## src/rtl/mem_arbiter.sv

```systemverilog
// mem_arbiter: round-robin arbiter that shares one memory request port
// between SLAVE_PORTS requesters. Every granted read pushes the requester
// index into an in-order tag FIFO, and memory read responses are steered
// back to the requester at the FIFO head.
// Optional feature macro: MEM_ARBITER_STATS_EN adds saturating per-requester
// grant counters on the grant_count port.
module mem_arbiter #(
  parameter int SLAVE_PORTS     = 2,
  parameter int ADDR_WIDTH      = 32,
  parameter int DATA_WIDTH      = 32,
  parameter int MASK_WIDTH      = DATA_WIDTH / 8,
  parameter int MAX_OUTSTANDING = 4
) (
  input  logic                                    clk,
  input  logic                                    rst,
  // requester side: requests in
  input  logic [SLAVE_PORTS-1:0]                  slave_req_valid,
  output logic [SLAVE_PORTS-1:0]                  slave_req_ready,
  input  logic [SLAVE_PORTS-1:0]                  slave_req_read_enable,
  input  logic [SLAVE_PORTS-1:0][MASK_WIDTH-1:0]  slave_req_write_enable,
  input  logic [SLAVE_PORTS-1:0][ADDR_WIDTH-1:0]  slave_req_addr,
  input  logic [SLAVE_PORTS-1:0][DATA_WIDTH-1:0]  slave_req_data,
  // requester side: read responses out
  output logic [SLAVE_PORTS-1:0]                  slave_resp_valid,
  input  logic [SLAVE_PORTS-1:0]                  slave_resp_ready,
  output logic [SLAVE_PORTS-1:0][DATA_WIDTH-1:0]  slave_resp_data,
  // memory side: arbitrated request out
  output logic                                    mem_req_valid,
  input  logic                                    mem_req_ready,
  output logic                                    mem_req_read_enable,
  output logic [MASK_WIDTH-1:0]                   mem_req_write_enable,
  output logic [ADDR_WIDTH-1:0]                   mem_req_addr,
  output logic [DATA_WIDTH-1:0]                   mem_req_data,
  // memory side: in-order read responses in
  input  logic                                    mem_resp_valid,
  output logic                                    mem_resp_ready,
  input  logic [DATA_WIDTH-1:0]                   mem_resp_data
`ifdef MEM_ARBITER_STATS_EN
  ,
  output logic [SLAVE_PORTS-1:0][31:0]            grant_count
`endif
);

  localparam int IDX_W = (SLAVE_PORTS > 1) ? $clog2(SLAVE_PORTS) : 1;
  localparam int PTR_W = (MAX_OUTSTANDING > 1) ? $clog2(MAX_OUTSTANDING) : 1;
  localparam int CNT_W = $clog2(MAX_OUTSTANDING + 1);

  logic [IDX_W-1:0]       rr_ptr;      // round-robin priority: first index scanned
  logic                   load_en;
  logic [SLAVE_PORTS-1:0] eligible;
  logic                   grant_valid;
  logic [IDX_W-1:0]       grant_idx;

  logic [IDX_W-1:0]       tag_mem [MAX_OUTSTANDING];
  logic [PTR_W-1:0]       wr_ptr;
  logic [PTR_W-1:0]       rd_ptr;
  logic [CNT_W-1:0]       tag_count;
  logic                   tag_empty;
  logic                   tag_full;
  logic [IDX_W-1:0]       head;
  logic                   push;
  logic                   pop;

  // FIFO depth need not be a power of two, so pointers wrap explicitly.
  function automatic logic [PTR_W-1:0] ptr_inc(input logic [PTR_W-1:0] p);
    return (p == PTR_W'(MAX_OUTSTANDING - 1)) ? '0 : p + 1'b1;
  endfunction

  assign load_en   = !mem_req_valid || mem_req_ready;
  assign tag_empty = (tag_count == '0);
  // Full is judged on the start-of-cycle count; a same-cycle pop frees nothing.
  assign tag_full  = (tag_count == CNT_W'(MAX_OUTSTANDING));
  assign head      = tag_mem[rd_ptr];

  // Requester eligibility: output register free, and a tag slot for reads.
  always_comb begin
    for (int i = 0; i < SLAVE_PORTS; i++) begin
      eligible[i] = slave_req_valid[i] && load_en &&
                    (!slave_req_read_enable[i] || !tag_full);
    end
  end

  // Round-robin pick: descending scan so the lowest offset from rr_ptr wins.
  // NOTE: every always_comb output gets a default first so no path leaves it unassigned and infers a latch.
  always_comb begin
    grant_valid = 1'b0;
    grant_idx   = '0;
    for (int k = SLAVE_PORTS - 1; k >= 0; k--) begin
      if (eligible[(int'(rr_ptr) + k) % SLAVE_PORTS]) begin
        grant_valid = 1'b1;
        grant_idx   = IDX_W'((int'(rr_ptr) + k) % SLAVE_PORTS);
      end
    end
  end

  // Only the granted requester sees ready, in the grant cycle itself.
  always_comb begin
    slave_req_ready = '0;
    if (grant_valid) slave_req_ready[grant_idx] = 1'b1;
  end

  assign push = grant_valid && slave_req_read_enable[grant_idx];
  assign pop  = mem_resp_valid && mem_resp_ready;

  // Request valid: set on grant, dropped once memory takes it with nothing new.
  // NOTE: sequential state uses non-blocking assignments so every flop samples pre-edge values.
  always_ff @(posedge clk) begin
    if (rst) begin
      mem_req_valid <= 1'b0;
    end else if (grant_valid) begin
      mem_req_valid <= 1'b1;
    end else if (mem_req_ready) begin
      mem_req_valid <= 1'b0;
    end
  end

  // Request payload register: captures the winner's fields one cycle after grant.
  always_ff @(posedge clk) begin
    if (grant_valid) begin
      mem_req_read_enable  <= slave_req_read_enable[grant_idx];
      mem_req_write_enable <= slave_req_write_enable[grant_idx];
      mem_req_addr         <= slave_req_addr[grant_idx];
      mem_req_data         <= slave_req_data[grant_idx];
    end
  end

  // Priority advances past the winner; it holds when nobody is granted.
  always_ff @(posedge clk) begin
    if (rst) begin
      rr_ptr <= '0;
    end else if (grant_valid) begin
      rr_ptr <= (grant_idx == IDX_W'(SLAVE_PORTS - 1)) ? '0 : grant_idx + 1'b1;
    end
  end

  // Tag FIFO control: pointers and occupancy; push and pop may coincide.
  always_ff @(posedge clk) begin
    if (rst) begin
      wr_ptr    <= '0;
      rd_ptr    <= '0;
      tag_count <= '0;
    end else begin
      if (push) wr_ptr <= ptr_inc(wr_ptr);
      if (pop)  rd_ptr <= ptr_inc(rd_ptr);
      case ({push, pop})
        2'b10:   tag_count <= tag_count + 1'b1;
        2'b01:   tag_count <= tag_count - 1'b1;
        default: tag_count <= tag_count;
      endcase
    end
  end

  // Tag storage: write the granted index of each read.
  // NOTE: the storage array is not reset; clearing the pointers and count empties the FIFO.
  always_ff @(posedge clk) begin
    if (push) tag_mem[wr_ptr] <= grant_idx;
  end

  // Response steering: only the head requester sees valid; data is broadcast.
  always_comb begin
    slave_resp_valid = '0;
    for (int i = 0; i < SLAVE_PORTS; i++) slave_resp_data[i] = mem_resp_data;
    if (!tag_empty) slave_resp_valid[head] = mem_resp_valid;
  end

  // With no tag outstanding a stray response is held off rather than dropped.
  assign mem_resp_ready = !tag_empty && slave_resp_ready[head];

`ifdef MEM_ARBITER_STATS_EN
  // Per-requester grant counters, saturating at all-ones.
  always_ff @(posedge clk) begin
    if (rst) begin
      grant_count <= '0;
    end else if (grant_valid && (grant_count[grant_idx] != 32'hFFFF_FFFF)) begin
      grant_count[grant_idx] <= grant_count[grant_idx] + 32'd1;
    end
  end
`endif

endmodule
```

## config.mk

```make
export PLATFORM = sky130hd
export DESIGN_NAME = mem_arbiter
export DESIGN_NICKNAME = d
export VERILOG_FILES = /design/src/rtl/mem_arbiter.sv
export SDC_FILE = /design/constraint.sdc
export NUM_CORES = 1
export LEC_CHECK = 0
export ABC_AREA = 1
export BUFFER_PORTS_ARGS = -buffer_cell sky130_fd_sc_hd__buf_2
export CAP_MARGIN = 20
export CORE_AREA = 2 2 123 125
export CTS_CLUSTER_DIAMETER = 30
export DETAILED_ROUTE_END_ITERATION = 16
export DIE_AREA = 0 0 125 127
export SLEW_MARGIN = 20
export SYNTH_ARGS = -nofsm -noshare
export SYNTH_HDL_FRONTEND = slang
export SYNTH_SLANG_ARGS = --single-unit
```

## constraint.sdc

```tcl
create_clock -name clk -period 9.6 [get_ports clk]
set_input_delay 0.48 -clock clk [delete_from_list [all_inputs] [get_ports clk]]
set_output_delay 0.48 -clock clk [all_outputs]
set_load 0.01 [all_outputs]
```

# == Word-level counts from Yosys, hierarchy flattened ==
# Memory sizes are Yosys's and may differ from the RTL's. A register that Yosys moved wholly into a read port is not among the register bits.
# Index checks and enable logic that the tools add are counted.
# totals
mem_count,1
latchBits,0
in_bits,178
reg_bits,78
romBits,0
elab_cells,84
ram_bits,4
output_inout_bits,139
# mem_list
name,depth,word_bits,rd,rd_ports_with_merged_regs,write_ports,line_no,rtl
tag_mem,4,1,1,1,1,54,logic [IDX_W-1:0] tag_mem [MAX_OUTSTANDING];
# classes
mul,0
addsub,6
n_bitwise,2
n_reduce_logical,20
n_eq_ne,5
n_lt_le_gt_ge,6
n_mux,35
div,0
shift,0
# ops
op,count
32-bit two-way mux,4
1-bit two-way mux,20
2-bit two-way mux,6
1-bit logical AND,9
4-bit two-way mux,2
"2-bit == test, second input constant",3
"1-bit by 2-bit less-than comparator with 1-bit output, second input constant",3
3-bit one-hot mux with 2 select lines,1
1-bit logical NOT,5
"2-bit by 1-bit adder with 2-bit output, second input constant",2
2-bit nonzero test,2
"3-bit by 1-bit adder with 3-bit output, second input constant",1
"3-bit == test, second input constant",1
3-bit logical NOT,1
1-bit logical OR,3
"2-bit by 3-bit less-than comparator with 1-bit output, second input constant",1
"3-bit by 1-bit subtractor with 3-bit output, second input constant",1
"1-bit adder, second input constant",2
2-bit bitwise AND,1
1-bit demux with 1-bit select,2
"2-bit by 1-bit == test with 1-bit output, second input constant",1
"1-bit >= comparator, second input constant",2
"1-bit bitwise AND, first input constant",1

# == Logic depth before layout (Yosys ltp) ==
# depth
depth_word,14
ltp_mapped,15
ltp_nobuf,15

# == Worst setup path after synthesis ==
# Ideal clock, no wire load.
# synth_path
kind,input port to flip-flop
from,input port mem_req_ready
to,register tag_count[2]
required_ps,9478
arrival_time_ps,3483
n_path_buf,0
setup_ps,122
stages,12
slack_ps,5994
cell_sequence,inv_2 a21oi_1 nand2_1 nand2_1 nand3_4 ha_1 inv_1 fa_1 a21oi_1 o21ai_0 o21ai_0 a21oi_1
# synth_between
word_cells_on_any_way,21
cone_classes,2 x eq/ne; 12 x mux; 7 x reduce/logical
# synth_rtl
item,line_no,rtl
"start, declared",29,"input logic mem_req_ready,"
1-bit logical OR *,69,assign load_en = !mem_req_valid || mem_req_ready;
1-bit logical AND (2 in a row),78,eligible[i] = slave_req_valid[i] && load_en &&
1-bit two-way mux (implied by the code) (3 in a row),89,if (eligible[(int'(rr_ptr) + k) % SLAVE_PORTS]) begin
1-bit two-way mux,89,
1-bit two-way mux *,89,
named net grant_valid,51,logic grant_valid;
1-bit logical AND *,102,assign push = grant_valid && slave_req_read_enable[grant_idx];
2-bit by 1-bit == test with 1-bit output / 2-bit == test (equally long branches),145,"case ({push, pop})"
3-bit one-hot mux with 2 select lines / 2-bit nonzero test (equally long branches),--,
"end signal, assigned",146,2'b10: tag_count <= tag_count + 1'b1;
"end signal, assigned",147,2'b01: tag_count <= tag_count - 1'b1;
"end signal, assigned",148,default: tag_count <= tag_count;
"end, declared",57,logic [CNT_W-1:0] tag_count;
# Mark *: on every way through the listed nets, which the timed path passes. The rest lies on a longest branch. The select of a mux whose other input is x is not followed.
# A chain may end at the register's enable or synchronous reset.

# == Worst setup path in the final report ==
# layout_path
from,register tag_count[0]
to,register tag_count[2]
# layout_between
elab_chain_cells,14
word_cells_on_any_way,28
cone_classes,2 x add/sub; 3 x eq/ne; 12 x mux; 11 x reduce/logical
# layout_lines
item,line_no,rtl
3-bit == test,72,assign tag_full = (tag_count == CNT_W'(MAX_OUTSTANDING));
1-bit logical NOT,79,(!slave_req_read_enable[i] || !tag_full);
1-bit logical OR,79,
1-bit logical AND,78,
1-bit two-way mux (implied by the code) (3 in a row),89,
1-bit two-way mux (2 in a row),89,
1-bit two-way mux (implied by the code) (2 in a row),102,
1-bit logical AND,102,
2-bit by 1-bit == test with 1-bit output / 2-bit == test (equally long branches),145,
3-bit one-hot mux with 2 select lines / 2-bit nonzero test (equally long branches),--,
# Several ways; a longest one is shown, not always the timed one. The select of a mux whose other input is x is not followed.

==> flow_summary.toml <==
[outcome]
status = "complete, no violations"

[synthesis]
synth_top_area_frac = 0.511
ys_seq_area_frac = 0.562
yosys_warnings = 0
synth_top_cell_by_area = "edfxtp_1"
synth_area_leaders = "edfxtp_1 (51%), nand2_1 (20%), buf_4 (12%), dfxtp_1 (5.1%), inv_1 (2.2%)"
synth_seq_cells = 84
syn_area_mm2 = 0.00429
synth.distinct_cells = 23
syn-instance-count = 467
syn_avg_cell_area_um2 = 9.19
synthesis.nets = 652

[sta]
post-route-period-util = 0.302
drv_slew = 0
finalClockSkew_ns = 0.00765
period_needed_ns = 2.90
tns_ns = 0
max_freq_mhz = 345
tightest_slew_ns = 0.958
hold_viol = 0
finalSetupViolations = 0
grt_setup_unrepaired = "no"
relSlewSlack = 0.362

[placement]
gp_congestion = 0.772
port_buffers = 220
dp_hpwl_mm = 8.63

[job]
cap_violations = 0

[final_layout]
finalCoreUtilization = 0.371
final_nets = 806
syn2layout_area_growth_pct = 24.6
drive_gt1_frac = 0.396
diodes = 0

[critical_path]
start_kind = "flip-flop"
path_cells = "nor2_4 -> nand3_1 -> nand2_1 -> inv_2 -> nand2_4 -> nand2_2 -> nand3_4 -> ha_1 -> inv_1 -> fa_1 -> a21oi_1 -> o21ai_0 -> o21ai_0 -> a21oi_1"
crit_fanout = 71
path_buf_inv = 2
max_stage_delay_ns = 0.55
crit_family = "simple AND/OR/NAND/NOR gates"
arrival_ns = 3.12
endpoint_kind = "flip-flop"
required_ns = 9.82
slowest_stage = "nand2_4"
worstSetupPathType = "reg2reg"

[clock_network]
hold_buffers = 0
post_cts_resized = 0
cts.sinks = 84
clkTransAtPathRegs_ns = 0.06
cts.path.max_buffers = 2
root_buffer = "clkbuf_16"
clk_latency_ns = 0.33
post_cts_buffers = 0
cts_buffers = 9
cts_tree = "done"
htreeDepth = 3

[grt]
grt_max_degree = 72
overflow = 0
antenna_found_initial = 0
grt_pass1_wl_mm = 17.2
grt_pass1_vias = 3282
grt_use_total = 0.140

[power_and_ir_drop]
leakagePower_nw = 2.76
fin_total_pwr_mw = 1.07
ir_drop_uv = 66.3
p_per_area_mw_per_mm2 = 200

[min_path]
min_path_type = "in2reg"

[floorplanning]
fp.dieArea_mm2 = 0.0159
start_util = 0.298
fp-row-count = 44
dieHeight_um = 127
dieWidth_um = 125
core_area_mm2 = 0.0144
io_pins = 317

[drt]
first_pass_iters = 4
wl_mm = 11.2
drc = 0
viasPerCell = 4.11
num_vias = 3333
wl_per_cell_um = 13.8
ant_nets = 0
drtIter0Drc = 112
==> worst paths after layout <==
check,startpoint,endpoint,slack [ns],depth (start not counted)
setup / recovery,tag_count[0],tag_count[2],6.70,14
hold / removal,rst,rr_ptr,0.35,2
setup reg to reg,tag_count[0],tag_count[2],6.70,14
hold reg to reg,tag_count[0],tag_count[0],0.51,1
==> cells in the mapped netlist, drive strengths merged <==
| cell type | number |
|---|---|
| nand4 | 1 |
| nand3 | 7 |
| a211oi | 1 |
| edfxtp | 73 |
| nand2 | 227 |
| dfxtp | 11 |
| or2 | 1 |
| o21ai | 4 |
| a21oi | 9 |
| ha | 6 |
| inv | 29 |
| fa | 1 |
| and2 | 1 |
| nor2 | 18 |
| buf | 78 |
==> power breakdown <==
group	total (mW)	internal, mW	leakage [nW]	switching [mW]
registers	0.489	0.470	0.828	0.0197
logic	0.246	0.0929	1.79	0.153
clock network	0.334	0.201	0.139	0.132
total	1.07	0.764	2.76	0.305
==> cell families after synthesis <==
kind of cell               synth area share
AOI/OAI and AO/OA                    0.0181
adders and majority gates            0.0222
buffers and inverters                 0.162
and+or+nand+nor                       0.236
DFF                                   0.562
==> layer usage <==
layer  up-vias  global-route usage  share of wire
met5         -                   0              0
met4         0              0.0686          0.037
met3        54              0.0486          0.089
met2       155               0.254           0.51
met1      1412               0.145           0.37
li1       1712                   -              -
==> state kept, by name, indices dropped and copies added (netlist names), named ones only <==
signal                count
mem_req_write_enable      4
tag_mem                   4
rr_ptr                    1
mem_req_read_enable       1
rd_ptr                    2
mem_req_valid             1
tag_count                 3
wr_ptr                    2
mem_req_data             32
mem_req_addr             32
==> stage by stage <==
| step | area [um2] | instances | worst slack [ns] | hold slack [ns] |
|---|---|---|---|---|
| 2_1_floorplan | 4290 | 467 | 5.99 | 0.475 |
| 3_3_place_gp | 5050 | 794 | 6.58 | 0.496 |
| 3_5_place_dp | 5050 | 794 | 6.54 | 0.494 |
| 4_1_cts | 5350 | 810 | 6.65 | 0.337 |
| 5_1_grt | 5350 | 810 | 6.24 | 0.346 |
| 6_report | 5350 | 810 | 6.70 | 0.351 |
==> cells in the final DEF (no fill, tap or decap), types with 2 or more instances in the layout <==
| cell type | instances |
|---|---|
| clkinv_2 | 2 |
| nor2_1 | 17 |
| o21ai_0 | 4 |
| edfxtp_1 | 73 |
| clkbuf_16 | 9 |
| a21oi_1 | 9 |
| inv_2 | 4 |
| nand2_1 | 224 |
| dfxtp_1 | 11 |
| clkinvlp_4 | 2 |
| ha_1 | 6 |
| inv_1 | 25 |
| nand3_1 | 4 |
| buf_2 | 220 |
| nand2_4 | 2 |
| nand3_2 | 2 |
==> cell type report <==
cell class,instances,area [um2]
Clock inverter,6,63.8
Inverter,29,109
Timing Repair Buffer,221,1110
Tap cell,184,230
Fill cell,1485,9080
Clock buffer,10,229
Multi-Input combinational cell,276,1190
Sequential cell,84,2410
No activity file was read; power rests on OpenSTA's default activity.
